--- config.mk ---
export PLATFORM = sky130hd
export DESIGN_NAME = fir_sequencer
export DESIGN_NICKNAME = d
export VERILOG_FILES = /design/src/rtl/fir_pkg.sv /design/src/rtl/fir_result_fifo.sv /design/src/rtl/fir_sequencer.sv
export SDC_FILE = /design/constraint.sdc
export NUM_CORES = 1
export LEC_CHECK = 0
export ABC_AREA = 1
export CORE_MARGIN = 1
export CORE_UTILIZATION = 50
export DETAILED_ROUTE_END_ITERATION = 8
export MAX_ROUTING_LAYER = met4
export PLACE_DENSITY_LB_ADDON = 0.15
export SYNTH_ARGS = -nofsm -noshare
export SYNTH_HDL_FRONTEND = slang
export SYNTH_HIERARCHICAL = 1
export SYNTH_SLANG_ARGS = --single-unit
--- constraint.sdc ---
create_clock -name clk -period 2.8 [get_ports clk]
set_input_delay 0.56 -clock clk [delete_from_list [all_inputs] [get_ports clk]]
set_output_delay 0.56 -clock clk [all_outputs]
set_load 0.005 [all_outputs]
--- src/rtl/fir_pkg.sv ---
// Shared constants and FSM state type for the FIR sample sequencer.
package fir_pkg;

    localparam int DEF_NR_OF_TAPS      = 10;
    localparam int DEF_SAMPLE_WIDTH    = 8;
    localparam int DEF_OUT_WIDTH       = 8;
    localparam int DEF_FIFO_DEPTH      = 4;
    localparam int DEF_TIMEOUT_CYCLES  = 64;

    typedef enum logic [1:0] {
        ST_INIT     = 2'd0,
        ST_IDLE     = 2'd1,
        ST_ISSUE    = 2'd2,
        ST_WAIT_DAV = 2'd3
    } fir_state_e;

endpackage

--- src/rtl/fir_result_fifo.sv ---
// Result buffer between the FIR and the downstream consumer; head entry is
// exposed combinationally, pushes become visible on the following cycle.
module fir_result_fifo
    import fir_pkg::*;
#(
    parameter int OutWidth  = DEF_OUT_WIDTH,
    parameter int FifoDepth = DEF_FIFO_DEPTH
) (
    input  logic                           clk,
    input  logic                           reset,
    input  logic                           push,
    input  logic                           pop,
    input  logic [OutWidth-1:0]            din,
    output logic [OutWidth-1:0]            dout,
    output logic [$clog2(FifoDepth):0]     count,
    output logic                           empty,
    output logic                           full
);

    localparam int AW = $clog2(FifoDepth);
    localparam int CW = AW + 1;
    localparam logic [AW-1:0] PTR_ONE = AW'(1);
    localparam logic [CW-1:0] CNT_ONE = CW'(1);
    localparam logic [CW-1:0] DEPTH_C = CW'(FifoDepth);

    logic [OutWidth-1:0] mem_q [FifoDepth];
    logic [AW-1:0]       wr_ptr_q, rd_ptr_q;
    logic [CW-1:0]       count_q, count_d;
    logic                do_push, do_pop;

    assign empty   = (count_q == '0);
    assign full    = (count_q == DEPTH_C);
    assign count   = count_q;
    assign dout    = empty ? '0 : mem_q[rd_ptr_q];
    assign do_pop  = pop && !empty;
    // At full a push is only taken when the same edge frees the head slot.
    assign do_push = push && (!full || do_pop);

    always_comb begin
        count_d = count_q;
        if (do_push && !do_pop) begin
            count_d = count_q + CNT_ONE;
        end else if (!do_push && do_pop) begin
            count_d = count_q - CNT_ONE;
        end
    end

    always_ff @(posedge clk) begin
        if (reset) begin
            wr_ptr_q <= '0;
            rd_ptr_q <= '0;
            count_q  <= '0;
        end else begin
            count_q <= count_d;
            if (do_push) begin
                wr_ptr_q <= wr_ptr_q + PTR_ONE;
            end
            if (do_pop) begin
                rd_ptr_q <= rd_ptr_q + PTR_ONE;
            end
        end
    end

    always_ff @(posedge clk) begin
        if (do_push) begin
            mem_q[wr_ptr_q] <= din;
        end
    end

endmodule

--- src/rtl/fir_sequencer.sv ---
// Feeds samples one at a time into an attached FIR, waits for its result,
// and buffers results for a valid/ready consumer.
module fir_sequencer
    import fir_pkg::*;
#(
    parameter int NrOfTaps      = DEF_NR_OF_TAPS,
    parameter int SampleWidth   = DEF_SAMPLE_WIDTH,
    parameter int OutWidth      = DEF_OUT_WIDTH,
    parameter int FifoDepth     = DEF_FIFO_DEPTH,
    parameter int TimeoutCycles = DEF_TIMEOUT_CYCLES
) (
    input  logic                   clk,
    input  logic                   reset,
    input  logic                   in_valid,
    output logic                   in_ready,
    input  logic [SampleWidth-1:0] in_sample,
    output logic                   fir_sampleClk,
    output logic [SampleWidth-1:0] fir_sample,
    input  logic                   fir_dav,
    input  logic [OutWidth-1:0]    fir_sum,
    output logic                   out_valid,
    input  logic                   out_ready,
    output logic [OutWidth-1:0]    out_sum,
    output logic                   busy,
    output logic                   timeout_err,
    output logic                   spurious_err,
    input  logic                   clr_err,
    output logic [1:0]             dbg_state
);

    // Handshakes: a transfer happens on any rising edge where valid and ready
    // are both 1; ready never depends on valid, and a data word is only
    // sampled on a transfer edge.

    localparam int IW  = $clog2(NrOfTaps + 1);
    localparam int TW  = $clog2(TimeoutCycles + 1);
    localparam int CW  = $clog2(FifoDepth) + 1;
    localparam int CW1 = CW + 1;
    localparam logic [IW-1:0]  INIT_LAST = IW'(NrOfTaps);
    localparam logic [IW-1:0]  INIT_ONE  = IW'(1);
    localparam logic [TW-1:0]  TMO_LOAD  = TW'(TimeoutCycles);
    localparam logic [TW-1:0]  TMO_ONE   = TW'(1);
    localparam logic [CW1-1:0] DEPTH_W   = CW1'(FifoDepth);

    fir_state_e             state_q, state_d;
    logic [IW-1:0]          init_cnt_q, init_cnt_d;
    logic [TW-1:0]          tmo_q, tmo_d;
    logic [SampleWidth-1:0] sample_q, sample_d;
    logic                   tmo_err_q, tmo_err_d;
    logic                   spur_err_q, spur_err_d;
    logic                   set_tmo, set_spur;
    logic                   push, pop, fifo_empty, fifo_full, outstanding;
    logic [CW-1:0]          fifo_count;
    logic [CW1-1:0]         slots_used;

    // A sample in flight holds a FIFO slot so its result can always be stored.
    assign outstanding = (state_q == ST_ISSUE) || (state_q == ST_WAIT_DAV);
    assign slots_used  = {1'b0, fifo_count} + {{CW{1'b0}}, outstanding};
    assign in_ready    = (state_q == ST_IDLE) && !fifo_full && (slots_used < DEPTH_W);
    assign push        = (state_q == ST_WAIT_DAV) && fir_dav;
    assign pop         = out_valid && out_ready;

    always_comb begin
        state_d    = state_q;
        init_cnt_d = init_cnt_q;
        tmo_d      = tmo_q;
        sample_d   = sample_q;
        set_tmo    = 1'b0;
        set_spur   = 1'b0;
        case (state_q)
            ST_INIT: begin
                set_spur = fir_dav;
                if (init_cnt_q == INIT_LAST) begin
                    state_d = ST_IDLE;
                end else begin
                    init_cnt_d = init_cnt_q + INIT_ONE;
                end
            end
            ST_IDLE: begin
                set_spur = fir_dav;
                if (in_valid && in_ready) begin
                    sample_d = in_sample;
                    state_d  = ST_ISSUE;
                end
            end
            ST_ISSUE: begin
                set_spur = fir_dav;
                tmo_d    = TMO_LOAD;
                state_d  = ST_WAIT_DAV;
            end
            ST_WAIT_DAV: begin
                tmo_d = tmo_q - TMO_ONE;
                if (fir_dav) begin
                    state_d = ST_IDLE;
                end else if (tmo_q <= TMO_ONE) begin
                    set_tmo = 1'b1;
                    state_d = ST_IDLE;
                end
            end
            default: state_d = ST_INIT;
        endcase
        tmo_err_d  = (tmo_err_q && !clr_err) || set_tmo;
        spur_err_d = (spur_err_q && !clr_err) || set_spur;
    end

    always_ff @(posedge clk) begin
        if (reset) begin
            state_q    <= ST_INIT;
            init_cnt_q <= '0;
            tmo_q      <= '0;
            sample_q   <= '0;
            tmo_err_q  <= 1'b0;
            spur_err_q <= 1'b0;
        end else begin
            state_q    <= state_d;
            init_cnt_q <= init_cnt_d;
            tmo_q      <= tmo_d;
            sample_q   <= sample_d;
            tmo_err_q  <= tmo_err_d;
            spur_err_q <= spur_err_d;
        end
    end

    fir_result_fifo #(
        .OutWidth  (OutWidth),
        .FifoDepth (FifoDepth)
    ) u_fifo (
        .clk   (clk),
        .reset (reset),
        .push  (push),
        .pop   (pop),
        .din   (fir_sum),
        .dout  (out_sum),
        .count (fifo_count),
        .empty (fifo_empty),
        .full  (fifo_full)
    );

    assign out_valid     = !fifo_empty;
    assign fir_sampleClk = (state_q == ST_ISSUE);
    assign fir_sample    = sample_q;
    assign busy          = (state_q != ST_IDLE);
    assign timeout_err   = tmo_err_q;
    assign spurious_err  = spur_err_q;
    assign dbg_state     = state_q;

endmodule

Yosys cells after proc, flatten, opt, wreduce, memory -nomap -nowiden
Memory sizes are Yosys's and may differ from the RTL's. A register that Yosys moved wholly into a read port is not among the register bits.
Index checks and enable logic that the tools add are counted.
- bits in registers: 30
- latch bits: 0
- bits in writable memories: 32
- ROM bits: 0
- input port bits: 22
- output and inout port bits: 24
- word-level logic and storage cells: 74
- memories kept: 1
- add/subtract/negate cells: 7
- multipliers: 0
- divide/modulo/power cells: 0
- order comparisons: 2
- equal/unequal tests: 9
- shifts and indexed selects: 0
- multiplexer cells: 17
- bitwise operators: 1
- reductions and logical operators: 28
- memories (memory ; depth ; bits a word ; rd ports ; clocked after memory_dff ; wr ports ; line ; source):
    u_fifo.mem_q ; 4 ; 8 ; 1 ; 1 ; 1 ; fir_result_fifo.sv:26 ; logic [OutWidth-1:0] mem_q [FifoDepth];
- operator list (kind ; count):
    7-bit case mux with 2 select lines ; 1
    2-bit 2-to-1 mux ; 6
    1-bit logical AND ; 11
    8-bit 2-to-1 mux ; 1
    2-bit case mux with 4 select lines ; 1
    7-bit by 1-bit less-or-equal comparator with 1-bit output (second input constant) ; 1
    7-bit by 1-bit subtractor with 7-bit output (second input constant) ; 1
    1-bit 2-to-1 mux ; 6
    3-bit 2-to-1 mux ; 2
    1-bit logical NOT ; 5
    2-bit by 1-bit adder with 2-bit output (second input constant) ; 2
    3-bit by 1-bit adder with 4-bit output ; 1
    4-bit by 1-bit adder with 4-bit output (second input constant) ; 1
    2-bit == test (second input constant) ; 2
    4-bit == test (second input constant) ; 1
    1-bit logical OR ; 4
    4-bit by 3-bit < comparator with 1-bit output (second input constant) ; 1
    2-bit by 1-bit != test with 1-bit output (second input constant) ; 2
    2-bit AND reduction ; 2
    2-bit nonzero test ; 2
    3-bit by 1-bit adder with 3-bit output (second input constant) ; 1
    3-bit == test (second input constant) ; 1
    3-bit logical NOT ; 1
    3-bit by 2-bit != test with 1-bit output (second input constant) ; 1
    7 further kinds ; 7

Longest topological paths before layout
- depth after elaboration: 10
- depth in mapped cells: 17
- gate-level depth less buffers: 17

Modules after synthesis
Netlist, hierarchy kept.
- modules (own cells, without submodules) (module ; times used ; cells an instance ; area an instance (um^2) ; sequential area each (um^2)):
    fir_result_fifo ; 1 ; 166 ; 1751.7 ; 1141.1
    fir_sequencer ; 1 ; 153 ; 1134.8 ; 460.4

Worst setup path after synthesis
No wires, ideal clock.
- path type: reg2reg
- start: register u_fifo.count_q[2] (netlist: u_fifo/count[2])
- end: register u_fifo.count_q[2] (netlist: u_fifo/count[2])
- arrival: 2.205 ns
- data required time: 2.687 ns
- setup slack: 0.482 ns
- stages on the path, launching flop included: 18
- clock period less this slack: 2.318 ns
- cells stage by stage: dfxtp_1 inv_1 nand2_2 clkinv_1 nor2_1 inv_1 nand3_1 nand2_1 inv_1 ha_1 inv_1 fa_1 inv_1 nand2_1 nand3_1 nand2_1 nand2_1 nor2_1
- cells in the longest elaborated chain, start to end: 9
- elaborated cells on any way between the ends: 17
- classes of those cells: 2 x add/sub; 1 x eq/ne; 2 x mux; 12 x reduce/logical
- RTL lines (item ; line ; source):
    start, declared ; fir_result_fifo.sv:28 ; logic [CW-1:0] count_q, count_d;
    start signal, assigned ; fir_result_fifo.sv:54 ; count_q <= count_d;
    3-bit logical NOT * ; fir_result_fifo.sv:31 ; assign empty = (count_q == '0);
    named net fifo_empty ; fir_sequencer.sv:52 ; logic push, pop, fifo_empty, fifo_full, outstanding;
    1-bit logical NOT * ; fir_sequencer.sv:139 ; assign out_valid = !fifo_empty;
    1-bit logical AND * ; fir_sequencer.sv:61 ; assign pop = out_valid && out_ready;
    named net pop ; fir_sequencer.sv:52 ;
    1-bit logical AND * ; fir_result_fifo.sv:35 ; assign do_pop = pop && !empty;
    1-bit logical OR * ; fir_result_fifo.sv:37 ; assign do_push = push && (!full || do_pop);
    1-bit logical AND * ; fir_result_fifo.sv:37 ;
    named net u_fifo.do_push ; fir_result_fifo.sv:29 ; logic do_push, do_pop;
    1-bit logical NOT ; fir_result_fifo.sv:43 ; end else if (!do_push && do_pop) begin
    1-bit logical AND ; fir_result_fifo.sv:43 ;
    2-bit nonzero test (no line) ; -- ;
The timed path passes the listed nets; every way through them passes the cells marked *. The select of a mux whose other input is x is not followed.
A chain may end at the register's enable or synchronous reset.

==> flow_metrics.py <==
metrics = {
    "clocking": {
        "cts_made_buffers": 9,
        "cts-htree-levels": 3,
        "cts_hold_buf": 0,
        "cts.sinks": 64,
        "postCtsSetupBuffers": 0,
        "cts_tree": "built",
        "cts_resized": 0,
        "insertion_delay_ps": 340,
        "cts-root-buf": "clkbuf_8",
        "clk_pin_slew_ps": 70,
        "clockBufferDepth": 2,
    },
    "sta": {
        "final_max_slew_viol_count": 0,
        "tightestPinTransition_ps": 372.3,
        "fmax_mhz": 384.8,
        "fin_crit_ps": 2599,
        "setup_slack_ps": 201.4,
        "hold_viol": 0,
        "setup_viol": 0,
        "post-route-period-util_pct": 92.81,
        "max_slew_margin_pct": 75.15,
        "skew_ps": 5.046,
        "rsz0062_at_grt": "false",
    },
    "die": {
        "start_util_pct": 52.10,
        "core_area_um2": 5540,
        "fp.dieArea_um2": 6081,
        "fp.dieH_um": 77.98,
        "rows": 27,
        "die_w_um": 77.98,
        "io_pins": 46,
    },
    "route": {
        "drc": 0,
        "wl_per_cell_um": 12.26,
        "final_antenna_net_count": 0,
        "drt-initial-drc-count": 79,
        "dr.pass1.iters": 4,
        "num_vias": 2246,
        "wl_mm": 5.604,
        "viasPerCell": 4.915,
    },
    "finish": {
        "drive_above_1_share_pct": 9.091,
        "area_delta_synth_final_pct": 27.09,
        "layout.cells.non_filler": 457,
        "multiInputGateArea_um2": 1061,
        "fillCellCount": 469,
        "antennaDiodeCount": 0,
        "final-seq-area_um2": 1602,
        "final_cell_mix": "nor2_1 (55), nand2_1 (50), clkdlybuf4s50_1 (45)",
        "layout_commonest_cell": "nor2_1",
        "fin_util_pct": 66.22,
        "nets": 416,
    },
    "global_route": {
        "grt.total_usage_pct": 20.35,
        "grt_pass1_vias": 2060,
        "grt_first_pass_wirelength_mm": 9.142,
        "antenna_found_initial": 0,
        "grt_overflow": 0,
        "grt_max_degree": 17,
    },
    "status": {
        "status": "finished, final reports clean",
    },
    "power_and_ir_drop": {
        "p_per_area_nw_per_um2": 696.8,
        "p_total_w": 0.002556,
        "ir_drop_v": 0.0005941,
        "leakagePower_nw": 1.440,
    },
    "synth": {
        "synthCells": 319,
        "synth_warnings": 6,
        "synthesis.nets": 355,
        "ys_ff_latch": 64,
        "synth.yosys.seq_area_share_pct": 55.48,
        "synth.cell_area_um2": 2887,
        "ys_types": 30,
        "avgSynthCellArea_um2": 9.049,
    },
    "worst_setup_path": {
        "worstPathArrival_ps": 2040,
        "cp_data_required_time_ps": 2240,
        "path_max_fanout": 9,
        "critPathCaptureType": "primary output",
        "path_cells": "inv_1, nor2_1, o21ai_1, a21oi_1, clkdlybuf4s50_1",
        "crit_path_max_incr_delay_ps": 540,
        "cp_slowest_cell": "dfxtp_1",
        "critical_path_class": "flip-flop to primary output",
        "worstSetupStartpointType": "flip-flop",
    },
    "place": {
        "numPortBuffers": 45,
        "routabilityCongestion": 0.8586,
        "hpwl_mm": 3.972,
        "placedCellCount": 441,
        "place_ws_ps": -9.656,
    },
    "min_path": {
        "hp-class": "flip-flop to flip-flop",
    },
    "job": {
        "cap_violations": 0,
    },
}
[kinds of logic after synthesis]
| kind of cell | share of synthesized area [%] |
|---|---|
| simple gates | 19.59 |
| flops | 55.48 |
| compound gates | 10.23 |
| buf+inv | 7.759 |
| fa+ha+maj | 6.329 |
| xor+xnor | 0.6070 |
[per-stage QoR]
| stage | hold slack (ps) | area, µm² | setup TNS (ps) |
|---|---|---|---|
| final | 464.8 | 3669 | 0 |
| after global routing | 481.9 | 3669 | 0 |
| after CTS | 470.3 | 3669 | 0 |
| after detailed placement | 458.2 | 3457 | -9.656 |
| after global placement | 455.5 | 3457 | 0 |
| after floorplan | 452.4 | 2887 | 0 |
[state kept, by name, indices dropped and copies added, names as in the netlist, named ones only]
signal           cells
timeout_err          1
u_fifo/rd_ptr_q      2
dbg_state            2
tmo_q                7
u_fifo/count         3
fir_sample           8
u_fifo/wr_ptr_q      2
spurious_err         1
u_fifo/mem_q        32
init_cnt_q           4
[metal layers]
| layer | share of wire, % | GRT usage (%) |
|---|---|---|
| met1 | 46 | 23.25 |
| met2 | 49 | 33.81 |
| met3 | 4.3 | 5.647 |
| met4 | 1.4 | 8.333 |
| met5 | 0 | - |
[report_power, final]
group	switching [W]	internal, W
registers	0.0000604	0.00106
logic	0.000309	0.000276
clock network	0.000353	0.000497
total	0.000722	0.00183
[critical path: cells and delay by family (launching register included)]
kind / cells / cell delay [ps]
buffers and inverters: 2 / 780
DFF: 1 / 540
and+or+nand+nor: 1 / 140
AOI/OAI and AO/OA: 2 / 230
[Yosys cell counts]
master,instances,area [µm²]
clkinv_1,1,3.750
inv_1,41,153.9
fa_1,1,20.02
nor2_1,55,206.5
a31oi_1,1,6.260
o21ai_0,15,75.07
xor2_1,2,17.52
nand2_1,50,187.7
nand3_1,10,50.05
a211oi_1,1,7.510
o22ai_1,1,6.260
nor2_2,2,12.51
nand3_2,1,10.01
inv_2,2,7.510
dfxtp_1,32,640.6
ha_1,13,162.7
nor3_4,1,16.27
o21ai_1,10,50.05
clkbuf_1,1,3.750
edfxtp_1,32,960.9
inv_4,1,6.260
buf_6,3,33.78
nand2_4,1,11.26
a21oi_1,30,150.1
buf_4,2,15.01
nor3_1,2,10.01
nand2_2,2,12.51
and2_1,1,6.260
nand4_1,4,25.02
nand3_4,1,17.52
[final cells by class]
cell class / instances / area share [%]
inverter: 45 / 4.673
sequential: 64 / 43.66
timing repair buffer: 56 / 14.53
clock buffer: 10 / 3.479
multi-input combinational: 204 / 28.92
clock inverter: 6 / 2.285
tap: 72 / 2.456
[path summary, 6_finish.rpt]
| kind | from | to | slack (ps) | cells after the start |
|---|---|---|---|---|
| worst max-delay path | flip-flop | out_sum[7] | 200 | 5 |
| worst min-delay path | spurious_err | spurious_err | 460 | 2 |
| worst max register to register | u_fifo/count[0] | u_fifo/count[2] | 310 | 17 |
| worst min register to register | spurious_err | spurious_err | 460 | 2 |
No activity file was read; power rests on OpenSTA's default activity.
==> variant: new RTL, config.mk and constraints unchanged <==
Put one more register stage on the output `dbg_state`, cleared by the reset. The value now appears one clock later. The other outputs are not delayed to match.
--- a/src/rtl/fir_sequencer.sv
+++ b/src/rtl/fir_sequencer.sv
@@ -144,3 +144,9 @@
     assign spurious_err  = spur_err_q;
-    assign dbg_state     = state_q;
+    always_ff @(posedge clk) begin
+        if (reset) begin
+            dbg_state <= '0;
+        end else begin
+            dbg_state <= state_q;
+        end
+    end
 
Function: no difference found for any inputs over 10 cycles, from zero or initial values and one cycle with reset high; that may be too few to reach the edited logic, so the function may still have changed.
==> variant against the unedited design <==
Design area grew 1.9%; routed wire length is 0.43% lower; highest routed layer unchanged; power grew 5.7%; area after synthesis increased by 2.1%; clock power up 14%; setup slack better by 0.11 ns; sequential cell count up 2.
==> variant: results (changes against the unedited design) <==
* Status: finished clean
* Non-Clock Buffer Area Fraction at 13.9% (-0.68 points)
* Cells after synthesis at 324 (+1.6%)
* Final clock-cell share at 6.49% (+0.73 points)
* Fillers at 468 (-0.21%)
* Int Pwr at 0.00197 W (+7.2%)
* Worst slew pin tran at 0.415 ns (+0.0426 ns)
* Post-DP HPWL at 3880 um (-2.4%)
* Final net count at 418 (+0.48%)
* Post-Place Setup Slack at 0.0993 ns (+0.109 ns)
* Pleak at 1.47 nW (+2.4%)
* Layout cells sized above 1 at 9.04% (-0.047 points)
* WL met2 at 2740 um (about the same)
* Met1 Use GR at 23.6% (+0.38 points)
* Slowest cell on the critical path: clkdlybuf4s50_1
* Synth Flop Type: dfxtp_1
* Clock Power Share at 35.7% (+2.5 points)
* Synth cell count leaders: nor2_1 (55), nand2_1 (49), inv_1 (43)
* Met1 WL at 2510 um (-1.7%)
* Finished Layout Cells at 459 (+0.44%)
* Synthesis-stage register bit count at 66 (+3.1%)
* Register area share after synthesis at 55.7% (+0.23 points)
* Cell count after placement at 443 (+0.45%)
* Mean number of vias per cell at 4.93 (+0.23%)
* WL final at 5580 um (-0.43%)
* Signal buffers at 54 (-3.6%)
* Worst Hold Class: register to register
* Vias in the first global route at 2120 (+2.9%)
* Clk_skew at 0.00841 ns (+0.00337 ns)
* Synth top area cells: edfxtp_1 (33%), dfxtp_1 (23%), nor2_1 (7.0%), nand2_1 (6.2%), ha_1 (5.5%)
* XOR/XNOR Fraction of Synth Area at 0.594% (-0.012 points)
* Placed Instance Area at 0.00350 mm^2 (+1.2%)
* Global-route wire length before repair at 9250 um (+1.2%)
* Multi-input logic portion of the cell area at 28.6% (-0.35 points)
* VDD IR-drop max at 0.468 mV (-21%)
* Arrival @ worst endpoint at 1.93 ns (-0.11 ns)
* Initial drt markers at 101 (+28%)
* Syn_nets at 360 (+1.4%)
* Routability-driven placement congestion ratio at 0.843 (-1.8%)
* Count of non-CTS inverters in the layout at 47 (+4.4%)
* Routed length on met3 at 232 um (-2.9%)
* Final instance area at 0.00374 mm^2 (+1.9%)
* Synth-to-Final Area Change at 26.9%
* Total track usage at 20.2% (-0.12 points)
* Comb power frac at 21.6% (-1.3 points)
* Switching portion of total power at 27.3% (-0.96 points)
* FF/Latch Area at 0.00164 mm^2 (+2.5%)
[variant: changes by cell type in the layout (fill, tap and decap cells not counted)]
cell	before	now
nand4_1	4	5
clkinv_1	3	1
inv_6	0	1
nor3_1	2	1
dfxtp_1	32	34
bufinv_16	2	3
nand2_1	50	49
buf_4	11	9
inv_1	41	43
nand2_4	1	2
o21ai_0	15	16
nand2_2	2	1
[variant: worst paths after layout]
check                               start  cells after the start  slack (ns)                            to
min            fir_sample[5]$_SDFFE_PP0P_                      2        0.46    fir_sample[5]$_SDFFE_PP0P_
max reg2reg  u_fifo/count[2]$_SDFFE_PP0P_                     15        0.42  u_fifo/count[2]$_SDFFE_PP0P_
min reg2reg    fir_sample[5]$_SDFFE_PP0P_                      2        0.46    fir_sample[5]$_SDFFE_PP0P_
max          u_fifo/count[2]$_SDFFE_PP0P_                      6        0.31                    out_sum[7]
